### src/rtl/snake_frame_render.sv
// Frame builder: reads snake segments from position memory, draws them plus the apple into a 36-cell LED frame, and flags head-on-apple / head-on-body.
// Latency: render_done on edge N+3 after render_start is sampled (edge 2 for N=0); render_start is ignored while busy. Optional SNAKE_RENDER_APPLE_BLINK_EN blinks the apple.
module snake_frame_render #(
    parameter int GRID_CELLS = 36,
    parameter int POS_W      = 6,
    parameter int ADDR_W     = 4
) (
    input  logic                  clock,
    input  logic                  restart_n,
    input  logic                  render_start,
    input  logic [ADDR_W-1:0]     snake_size,
    input  logic [POS_W-1:0]      apple_pos,
    input  logic                  apple_valid,
    output logic                  mem_rd_en,
    output logic [ADDR_W-1:0]     mem_addr,
    input  logic [POS_W-1:0]      mem_data,
    output logic                  render_busy,
    output logic                  render_done,
    output logic [GRID_CELLS-1:0] leds,
    output logic                  apple_hit,
    output logic                  body_hit
);

    typedef enum logic [2:0] {
        S_IDLE,
        S_CLEAR,
        S_READ,
        S_DRAIN,
        S_APPLE
    } state_t;

    localparam logic [POS_W-1:0]      CELL_LIM = POS_W'(GRID_CELLS);
    localparam logic [GRID_CELLS-1:0] ONE_HOT0 = GRID_CELLS'(1);

    state_t                  state;
    state_t                  state_nxt;
    logic [ADDR_W-1:0]       size_q;
    logic [GRID_CELLS-1:0]   shadow;
    logic                    data_pend;
    logic                    pend_head;
    logic [POS_W-1:0]        head_pos;
    logic                    head_ok;
    logic                    body_flag;
    logic                    data_in_grid;
    logic                    apple_draw;
    logic                    last_addr;
    logic [GRID_CELLS-1:0]   apple_mask;

    assign data_in_grid = (mem_data < CELL_LIM);
    assign last_addr    = (mem_addr == (size_q - 1'b1));
    assign apple_mask   = apple_draw ? (ONE_HOT0 << apple_pos) : '0;

`ifdef SNAKE_RENDER_APPLE_BLINK_EN
    logic parity;

    assign apple_draw = apple_valid && (apple_pos < CELL_LIM) && !parity;

    always_ff @(posedge clock or negedge restart_n) begin
        if (!restart_n) begin
            parity <= 1'b0;
        end else if (state == S_APPLE) begin
            parity <= ~parity;
        end
    end
`else
    assign apple_draw = apple_valid && (apple_pos < CELL_LIM);
`endif

    always_ff @(posedge clock or negedge restart_n) begin
        if (!restart_n) begin
            state <= S_IDLE;
        end else begin
            state <= state_nxt;
        end
    end

    always_comb begin
        state_nxt = state;
        case (state)
            S_IDLE:  if (render_start) state_nxt = S_CLEAR;
            S_CLEAR: state_nxt = (size_q != '0) ? S_READ : S_APPLE;
            S_READ:  if (last_addr) state_nxt = S_DRAIN;
            S_DRAIN: state_nxt = S_APPLE;
            S_APPLE: state_nxt = S_IDLE;
            default: state_nxt = S_IDLE;
        endcase
    end

    always_ff @(posedge clock or negedge restart_n) begin
        if (!restart_n) begin
            size_q      <= '0;
            shadow      <= '0;
            data_pend   <= 1'b0;
            pend_head   <= 1'b0;
            head_pos    <= '0;
            head_ok     <= 1'b0;
            body_flag   <= 1'b0;
            mem_rd_en   <= 1'b0;
            mem_addr    <= '0;
            render_busy <= 1'b0;
            render_done <= 1'b0;
            leds        <= '0;
            apple_hit   <= 1'b0;
            body_hit    <= 1'b0;
        end else begin
            render_done <= (state == S_APPLE);
            // Read data returns one cycle after the strobe; remember which beat is the head.
            data_pend   <= mem_rd_en;
            pend_head   <= mem_rd_en && (mem_addr == '0);

            if (data_pend) begin
                if (data_in_grid) begin
                    shadow <= shadow | (ONE_HOT0 << mem_data);
                end
                if (pend_head) begin
                    head_pos <= mem_data;
                    head_ok  <= data_in_grid;
                end else if (head_ok && (mem_data == head_pos)) begin
                    body_flag <= 1'b1;
                end
            end

            case (state)
                S_IDLE: begin
                    if (render_start) begin
                        size_q      <= snake_size;
                        render_busy <= 1'b1;
                    end
                end
                S_CLEAR: begin
                    shadow    <= '0;
                    head_ok   <= 1'b0;
                    body_flag <= 1'b0;
                    if (size_q != '0) begin
                        mem_rd_en <= 1'b1;
                        mem_addr  <= '0;
                    end
                end
                S_READ: begin
                    if (last_addr) begin
                        mem_rd_en <= 1'b0;
                    end else begin
                        mem_addr <= mem_addr + 1'b1;
                    end
                end
                S_APPLE: begin
                    leds        <= shadow | apple_mask;
                    apple_hit   <= head_ok && apple_valid && (apple_pos == head_pos);
                    body_hit    <= body_flag;
                    render_busy <= 1'b0;
                end
                default: begin
                end
            endcase
        end
    end

endmodule

### config.mk
export PLATFORM = sky130hd
export DESIGN_NAME = snake_frame_render
export DESIGN_NICKNAME = d
export VERILOG_FILES = /design/src/rtl/snake_frame_render.sv
export SDC_FILE = /design/constraint.sdc
export NUM_CORES = 1
export LEC_CHECK = 0
export BUFFER_PORTS_ARGS = -buffer_cell sky130_fd_sc_hd__buf_2
export CAP_MARGIN = 20
export CORE_AREA = 2 2 135 137
export CTS_CLUSTER_DIAMETER = 150
export CTS_CLUSTER_SIZE = 8
export DETAILED_ROUTE_END_ITERATION = 7
export DIE_AREA = 0 0 137 139
export HOLD_SLACK_MARGIN = 0.12
export SLEW_MARGIN = 10
export SYNTH_ARGS = -nofsm -noshare
export SYNTH_HDL_FRONTEND = slang
export SYNTH_SLANG_ARGS = --single-unit
### constraint.sdc
create_clock -name clock -period 2.07 [get_ports clock]
set_clock_uncertainty 0.2 [all_clocks]
set_input_delay 0.414 -clock clock [delete_from_list [all_inputs] [get_ports clock]]
set_output_delay 0.414 -clock clock [all_outputs]
set_load 0.05 [all_outputs]
Word level (Yosys, flattened, before mapping)
Cells that the tools add are included.
{"block": "totals", "register_bits": 98, "latchBits": 0, "ramBits": 0, "rom_bits": 0, "inputBits": 20, "word_cells": 81, "memories": 0}
{"block": "classes", "add_sub_neg": 2, "mul": 0, "div_mod_pow": 0, "order_cmp": 2, "eq_ne": 12, "shifts": 2, "muxes": 23, "n_bitwise": 2, "reduce_logical": 23}
{"cell": "36-bit 2-to-1 mux", "n": 4}
{"cell": "36-bit bitwise OR", "n": 2}
{"cell": "1-bit by 6-bit << shifter with 36-bit output, first input constant", "n": 2}
{"cell": "6-bit == test", "n": 2}
{"cell": "6-bit < comparator, second input constant", "n": 2}
{"cell": "3-bit one-hot mux with 4 select lines", "n": 1}
{"cell": "2-bit AND reduction", "n": 6}
{"cell": "2-bit nonzero test", "n": 6}
{"cell": "1-bit 2-to-1 mux", "n": 10}
{"cell": "3-bit 2-to-1 mux", "n": 3}
{"cell": "3-bit AND reduction", "n": 3}
{"cell": "4-bit 2-to-1 mux", "n": 2}
{"cell": "2-bit inequality test, second input constant", "n": 4}
{"cell": "4-bit one-hot mux with 2 select lines", "n": 1}
{"cell": "3-bit by 2-bit == test with 1-bit output, second input constant", "n": 2}
{"cell": "1-bit logical AND", "n": 5}
{"cell": "4-bit by 1-bit adder with 4-bit output, second input constant", "n": 1}
{"cell": "4-bit == test", "n": 1}
{"cell": "4-bit logical NOT", "n": 1}
{"cell": "1-bit one-hot mux with 2 select lines", "n": 2}
{"cell": "4-bit nonzero test", "n": 1}
{"cell": "4-bit by 1-bit subtractor with 4-bit output, second input constant", "n": 1}
{"cell": "3-bit by 1-bit == test with 1-bit output, second input constant", "n": 1}
{"cell": "3-bit == test, second input constant", "n": 1}
{"cell": "2 further kinds", "n": 2}

Depth between registers and ports, before layout
Gate-level depths: netlist of the first run.
{"block": "logic_depth", "depth_word": 6, "depth_mapped": 6, "ltp_nobuf": 6}

Worst setup path before layout of the first run
No wires, ideal clock.
{"block": "synth_path", "kind": "flip-flop to flip-flop", "from": "reg mem_addr[3]", "to": "reg mem_addr[1]", "setup_time_ps": 125, "arrival_time_ps": 1679, "required_ps": 1745, "path_slack_ps": 66, "stages_incl_launch_ff": 5, "path_buffers": 0, "path_cell_list": "dfrtp_1 -> xnor2_1 -> xnor2_1 -> o31ai_2 -> mux2_2"}
{"block": "synth_via", "elab_chain_cells": 3}
{"item": "from (decl)", "line": "15", "source": "output logic [ADDR_W-1:0] mem_addr,"}
{"item": "from (signal assigned)", "line": "143", "source": "mem_addr <= mem_addr + 1'b1;"}
{"item": "4-bit == test", "line": "50", "source": "assign last_addr = (mem_addr == (size_q - 1'b1));"}
{"item": "2-bit inequality test (no source line)"}
{"item": "3-bit AND reduction (no source line)"}
No other way between the ends.
A chain may end at the register's enable or synchronous reset.

Worst setup path after layout of the first run
{"block": "layout_path", "from": "reg size_q[1]", "to": "reg mem_addr[2]"}
{"block": "layout_via", "elab_chain_cells": 4}
{"item": "from (decl)", "line": "37", "source": "logic [ADDR_W-1:0] size_q;"}
{"item": "from (signal assigned)", "line": "126", "source": "size_q <= snake_size;"}
{"item": "4-bit by 1-bit subtractor with 4-bit output", "line": "50"}
{"item": "4-bit == test", "line": "50"}
{"item": "2-bit inequality test (no source line)"}
{"item": "3-bit AND reduction (no source line) (*)"}
Every way passes the cells marked *; elsewhere a longest branch is shown, timed or not.

==> summary.txt, run 1 <==
Outcome
  • Run status: finished, final reports clean

Routing
  • Via density: 4.58
  • Post-route ant nets: 0
  • DR vias: 3457
  • # DRC: 0
  • Total Routed Length: 11500 µm
  • DR pass1 iterations: 4
  • DR iter-0 viols: 227
  • DR WL/cell: 15.3 µm

Logic synthesis
  • Largest family of logic cells by synthesized area: simple AND/OR/NAND/NOR gates
  • Mux cell area share after synthesis: 3.07%
  • Main synth FF type: dfrtp_1
  • Post-Synth Simple-Gate Area: 17.6%
  • Mapped cell area: 4350 µm²
  • Seq/Total Area, Yosys: 56.3%
  • Asr flop ratio synth: 100%
  • Adder-Cell Fraction of Synth Area: 1.15%
  • Synth Instances: 439
  • Mean Syn Cell Area: 9.92 µm²
  • Number of flops mapped to enable cells by yosys: 0
  • Post-Synth XOR/XNOR Area: 3.62%
  • Compound-Gate Fraction of Synth Area: 15.3%
  • Syn Nets: 463
  • Number of synthesized register bits: 98
  • Yosys cell types: 42
  • Warnings, synthesis: 0

Pwr
  • Final Total Pwr: 0.00927 W
  • Net Sw Power: 0.00421 W
  • Comb pwr share: 45.5%
  • VDD IR max: 0.000675 V
  • Leakage: 2.47 nW
  • Switching part of the total power: 45.4%
  • Sequential power share: 34.6%
  • Pint: 0.00506 W
  • Clock power frac: 19.8%
  • Cell Pwr Density: 1680 nW/µm²

Worst setup path
  • CP cell instances: inv_1 -> ha_1 -> or3b_2 -> a221oi_1 -> a21oi_1 -> nand3_1
  • Setup slack, reg-to-reg: 0.12 ns
  • CP arrival: 2.04 ns
  • Reg2reg end: mem_addr[2]
  • Reg-to-reg startpoint: size_q[1]
  • Worst-path fanout max: 4
  • CP peak stage delay: 0.50 ns
  • WP depth: 6
  • Crit path max-delay cell type: or3b_2
  • CP top delay family: simple AND/OR/NAND/NOR gates
  • Critical path buffers and inverters: 1
  • Crit path launch type: flop
  • Crit path capture type: flop
  • Worst path required time: 2.16 ns
  • Reg2reg path depth: 6
  • WS Path Type: reg -> reg

Layout
  • Syn-to-layout area delta: 26.7%
  • Sequential cell area: 2450 µm²
  • Layout cell share with drive strength beyond 1: 24.5%
  • Final non-filler cell total: 755
  • Fillcell total: 1849
  • Number of diodes: 0
  • Total Nets Final: 545
  • Multi-input gate area: 1790 µm²

Placed design
  • DP Worst Slack: 0.0888 ns
  • Detail Placement HPWL: 8090 µm
  • RePlAce Congestion: 0.783
  • Placed cell count: 734
  • IO Port Bufs: 64

Clock network
  • CTS tree: built
  • Worst-case clock buffer depth: 2
  • CTS Sinks: 98
  • Setup Buffers After CTS: 0
  • CTS Root Cell: clkbuf_16
  • Cts bufs inserted: 9
  • Skew-Pair Late Insertion Delay: 0.35 ns
  • Clk pin slew, worst setup/hold paths: 0.07 ns
  • CTS H-Tree Depth: 3

STA
  • Max Slew Vio Count: 0
  • Final min period: 1.95 ns
  • Unrepaired setup endpoints after global routing: no
  • Fin crit share: 94.2%
  • Setup ws final: 0.120 ns
  • Worst Max-Slew Pin Slew: 0.647 ns
  • Setup violations, final: 0
  • Slew Limit Headroom: 56.5%
  • Fmax: 0.513 GHz
  • TNS Setup: 0 ns
  • Final hold vios: 0

Floorplan
  • I/O pin count: 65
  • Die ar.: 19000 µm²
  • Row count: 49
  • Die W: 137 µm
  • Core Region: 17700 µm²
  • Die height: 139 µm
  • Initial Util: 24.7%

Global routing
  • GRT Resource Usage Total: 12.7%
  • First-pass GRT wire length: 18500 µm
  • GRT overflow: 0
  • GRT Max-Usage Layer: met2
  • Antenna violations before repair: 0
  • Grt met2 use: 19.4%
  • GR Util met3: 4.68%
  • Vias in the first global route: 3344
  • Pin count of the biggest net entering global routing: 49
  • GR Util met1: 16.9%

Job
  • MaxCap Viol Count: 0

Min path
  • Startpoint of the worst hold path: mem_data[0]
  • Worst Hold Class: in -> reg
  • Hold path endpoint: head_pos[0]
  • Hold Path Cell Cnt: 2
[worst register-to-register path, cell delays in order, from the launching register on]
cell and delay [ns]:
dfrtp_1 0.39, inv_1 0.10, ha_1 0.17, or3b_2 0.50, a221oi_1 0.35, a21oi_1 0.07
nand3_1 0.11
[worst max-delay path by stage]
stage | endpoint | from
final | mem_addr[2] | size_q[1]
after global routing | mem_addr[2] | size_q[1]
after CTS | mem_addr[1] | size_q[1]
after detailed placement | mem_addr[1] | size_q[1]
after global placement | mem_addr[1] | size_q[1]
after floorplan | mem_addr[1] | mem_addr[3]
[flip-flops by register name, summed over array words and instances, names as in the netlist]
| register | flops |
|---|---|
| pend_head | 1 |
| apple_hit | 1 |
| shadow | 36 |
| render_done | 1 |
| size_q | 4 |
| render_busy | 1 |
| leds | 36 |
| body_flag | 1 |
| mem_rd_en | 1 |
| head_pos | 6 |
| data_pend | 1 |
| state | 3 |
| head_ok | 1 |
| mem_addr | 4 |
| body_hit | 1 |
[final cells by class]
class / instances / share of cell area, %
Multi-Input combinational cell: 310 / 32.5
Clock inverter: 7 / 1.81
Timing Repair Buffer: 95 / 11.4
Clock buffer: 9 / 4.08
Sequential cell: 98 / 44.5
Tap cell: 229 / 5.20
Inverter: 7 / 0.476
[cells in the mapped netlist (2+ instances only)]
master	n	area share [%]
nand2b_1	3	0.43
nor3_2	2	0.46
buf_2	10	1.1
and3_1	2	0.29
nor2b_1	7	1.0
a21oi_1	108	12
clkbuf_1	12	1.0
nor3b_2	4	1.1
nand3_1	6	0.69
nor3b_1	3	0.52
xor2_1	8	1.6
nand3b_1	2	0.34
clkbuf_2	2	0.23
dfrtp_1	98	56
nor3_1	9	1.0
xnor2_1	10	2.0
nor4_1	3	0.43
nand2_1	9	0.78
and2_0	2	0.29
and2_1	3	0.43
inv_1	7	0.60
or3b_2	3	0.60
nor2_1	84	7.2
a31oi_1	6	0.86
o21ai_0	5	0.57
ha_1	4	1.1
mux2_2	11	2.8
or4_1	2	0.34
[repair_timing]
item / in CTS / in global routing
endpoints found under the hold margin: 102 / 0
setup endpoints to repair: 0 / 1
resized for setup: 0 / 2
hold buffers: 5 / 0
[logic make-up after synthesis]
kind of cell | count (synthesis)
and+or+nand+nor | 150
AOI/OAI and AO/OA | 126
DFF | 98
buffers and inverters | 31
xor gates and xnor gates | 18
muxes | 12
adders and majority gates | 4
[power groups by stage]
stage	clock network, W	logic (W)	registers [W]
floorplan	0	0.00167	0.00463
global placement	0	0.00418	0.00323
detailed placement	0	0.00421	0.00324
CTS	0.00191	0.00424	0.00322
global route	0.00199	0.00462	0.00331
finish	0.00184	0.00422	0.00321
[per-layer routing]
layer / routed length, µm / share of wire [%] / vias to the layer above
li1: - / - / 1690
met1: 5360 / 46 / 1675
met2: 5370 / 47 / 79
met3: 652 / 5.7 / 13
met4: 155 / 1.3 / 0
met5: 0 / 0 / -
[per-stage QoR]
stage	utilization (%)	area (µm²)	hold slack (ns)
3_3_place_gp	29.0	5130	0.0979
3_5_place_dp	29.0	5130	0.0978
2_1_floorplan	-	4350	-0.0816
6_report	31.2	5520	0.180
4_1_cts	31.2	5500	0.167
5_1_grt	31.2	5520	0.184
[cell usage in the layout (no fill, tap or decap), drive strengths merged, types with 4 or more instances in the layout]
cell type / synthesis / layout
a21oi: 108 / 108
a31oi: 6 / 6
and2: 5 / 5
buf: 10 / 90
clkbuf: 14 / 9
dfrtp: 98 / 98
dlygate4sd3: 0 / 5
ha: 4 / 4
inv: 7 / 10
mux2: 11 / 11
nand2: 9 / 9
nand3: 6 / 6
nor2: 84 / 84
nor2b: 7 / 7
nor3: 11 / 11
nor3b: 7 / 7
o21ai: 5 / 5
or3b: 4 / 4
xnor2: 10 / 10
xor2: 8 / 8
Note: power is estimated with default switching activity, not from simulation.
==> inputs of run 2 (changes only) <==
--- a/config.mk
+++ b/config.mk
@@ -7,5 +7,4 @@
 export LEC_CHECK = 0
 export BUFFER_PORTS_ARGS = -buffer_cell sky130_fd_sc_hd__buf_2
-export CAP_MARGIN = 20
 export CORE_AREA = 2 2 135 137
 export CTS_CLUSTER_DIAMETER = 150
==> constraint.sdc (replaced) <==
create_clock -name clock -period 2.07 [get_ports clock]
set_clock_uncertainty 0.2 [all_clocks]
set_input_delay 0.1035 -clock clock [delete_from_list [all_inputs] [get_ports clock]]
set_output_delay 0.1035 -clock clock [all_outputs]
set_load 0.05 [all_outputs]
==> run 2 against run 1 <==
  * Design area is 0.14% higher
  * First-iteration DRC count is the same
  * Combinational power about the same
  * Critical path type is now in -> reg
  * Largest power group unchanged
  * Total power is 0.59% lower
  * Count of clock-buffer cells in the layout did not move
  * Sequential share of layout area decreased by 0.060 points
  * Worst setup slack lost 0.050 ns
  * Register-to-register slack got worse by 0.02 ns
  * Core utilization barely moved
  * Fmax decreased by 2.5%
  * Routed wire length is 0.90% higher
  * Final cell count rose by 0.13%
==> summary.txt, run 2 (synthesized netlist as in run 1, its figures left out) <==
Clock network
  • Setup Buffers After CTS: 0 (unchanged)
  • Cts bufs inserted: 9 (unchanged)
  • Worst-case clock buffer depth: 2 (unchanged)
  • Clk pin slew, worst setup/hold paths: 0.07 ns (about the same)
  • CTS Sinks: 98 (unchanged)
  • CTS H-Tree Depth: 3 (unchanged)
  • CTS tree: built (unchanged)
  • Skew-Pair Late Insertion Delay: 0.35 ns (about the same)
  • CTS Root Cell: clkbuf_16 (unchanged)

Layout
  • Final Cell Area: 5520 µm² (about the same)
  • Fillcell total: 1880 (was 1849)
  • Number of diodes: 0 (unchanged)
  • Util after Layout: 31.3% (was 31.2%)
  • Layout cell share with drive strength beyond 1: 22.4% (was 24.5%)
  • Commonest cells after routing, fill and taps aside: 108 x a21oi_1, 98 x dfrtp_1, 84 x nor2_1 (unchanged)
  • Most common cell after layout, fill and taps aside: a21oi_1 (unchanged)
  • Syn-to-layout area delta: 26.8% (was 26.7%)
  • Largest regs: leds (36), shadow (36), head_pos (6) (unchanged)
  • Total Nets Final: 547 (was 545)
  • Final non-filler cell total: 756 (was 755)

Pwr
  • Switching part of the total power: 45.5% (was 45.4%)
  • Net Sw Power: 0.00420 W (was 0.00421 W)
  • Leakage: 2.45 nW (was 2.47 nW)
  • Clock power frac: 19.5% (was 19.8%)
  • Sequential power share: 35.1% (was 34.6%)
  • VDD IR max: 0.000551 V (was 0.000675 V)
  • Pint: 0.00502 W (was 0.00506 W)
  • Cell Pwr Density: 1670 nW/µm² (was 1680 nW/µm²)
  • Comb pwr share: 45.5% (about the same)

Worst setup path
  • Worst path required time: 2.14 ns (was 2.16 ns)
  • Worst setup path startpoint: apple_valid (was size_q[1])
  • Crit path capture type: flop (unchanged)
  • Reg-to-reg startpoint: size_q[1] (unchanged)
  • Setup slack, reg-to-reg: 0.10 ns (was 0.12 ns)
  • Crit path launch type: input pin (was flop)
  • CP arrival: 2.07 ns (was 2.04 ns)
  • WS Path Type: in -> reg (was reg -> reg)
  • Worst-path fanout max: 5 (was 4)

STA
  • Fmax: 0.500 GHz (was 0.513 GHz)
  • Worst Max-Slew Pin Slew: 0.682 ns (was 0.647 ns)
  • Setup violations, final: 0 (unchanged)
  • Max Slew Vio Count: 0 (unchanged)
  • Final hold vios: 0 (unchanged)
  • Slew Limit Headroom: 54.1% (was 56.5%)
  • Setup ws final: 0.0708 ns (was 0.120 ns)
  • Final min period: 2.00 ns (was 1.95 ns)
  • Final Hold Slack: 0.125 ns (was 0.180 ns)
  • Fin crit share: 96.6% (was 94.2%)

Global routing
  • GRT overflow: 0 (unchanged)
  • Pin count of the biggest net entering global routing: 99 (was 49)
  • GRT Resource Usage Total: 12.6% (was 12.7%)
  • First-pass GRT wire length: 18400 µm (was 18500 µm)
  • Vias in the first global route: 3329 (was 3344)
  • Antenna violations before repair: 0 (unchanged)

Floorplan
  • Die W: 137 µm (unchanged)
  • Die height: 139 µm (unchanged)
  • Initial Util: 24.7% (unchanged)
  • I/O pin count: 65 (unchanged)
  • Core Region: 17700 µm² (unchanged)
  • Die ar.: 19000 µm² (unchanged)
  • Row count: 49 (unchanged)

Placed design
  • Placed cell count: 725 (was 734)
  • Detail Placement HPWL: 8060 µm (was 8090 µm)
  • RePlAce Congestion: 0.768 (was 0.783)
  • Dpl cell area: 5040 µm² (was 5130 µm²)
  • DP Worst Slack: 0.0998 ns (was 0.0888 ns)
  • IO Port Bufs: 64 (unchanged)

Routing
  • # DRC: 0 (unchanged)
  • Total Routed Length: 11600 µm (was 11500 µm)
  • DR WL/cell: 15.4 µm (was 15.3 µm)
  • DR iter-0 viols: 227 (unchanged)
  • Post-route ant nets: 0 (unchanged)
  • DR vias: 3446 (was 3457)
  • DR pass1 iterations: 4 (unchanged)
  • Via density: 4.56 (was 4.58)

Job
  • MaxCap Viol Count: 0 (unchanged)

Outcome
  • Run status: finished, final reports clean (unchanged)

Min path
  • Worst Hold Class: in -> async (was in -> reg)
-- run 2: path summary, 6_finish.rpt --
kind,to,depth (start not counted)
min in group clock,leds[9],4
max reg2reg,mem_addr[1],6
min reg2reg,data_pend,0
max,leds[30],7
min,body_flag,3
max in group asynchronous,shadow[24],3
-- run 2: what timing repair did --
item	in CTS	in global routing
endpoints found under the setup margin	0	1
hold buffers	16	0
gates resized for setup	0	1
endpoints found under the hold margin	141	0
-- run 2: critical path, stage by stage --
cell and delay (ns):
dlygate4sd3_1 0.52, buf_2 0.15, nand3b_1 0.15, nor2_1 0.27, a31oi_1 0.14, dlygate4sd3_1 0.58, a21oi_1 0.15
-- run 2: per-stage QoR --
step                      total power, W  TNS (ns)
final                            0.00922         0
after global routing             0.00985  -0.00838
after CTS                        0.00932         0
after detailed placement         0.00743         0
after global placement           0.00736         0
after floorplan                  0.00630         0
-- run 2: metal layers --
metal / part of all wire [%] / routed length (µm) / track usage, %
met5: 0 / 0 / 0
met4: 0.89 / 103 / 2.88
met3: 6.2 / 723 / 4.71
met2: 48 / 5560 / 19.2
met1: 45 / 5260 / 16.9
-- run 2: cell type report --
type,count,area [µm²],area share (%)
multi-input combinational,310,1790,32.4
sequential,98,2450,44.4
tap,229,287,5.19
clock inverter,6,92.6,1.68
inverter,7,26.3,0.476
clock buffer,9,225,4.08
timing repair buffer,97,648,11.7
-- run 2: power by group through the flow --
stage / logic (W) / clock network [W] / registers [W]
finish: 0.00419 / 0.00180 / 0.00323
global route: 0.00457 / 0.00194 / 0.00334
CTS: 0.00422 / 0.00186 / 0.00324
detailed placement: 0.00417 / 0 / 0.00326
global placement: 0.00413 / 0 / 0.00323
floorplan: 0.00167 / 0 / 0.00463
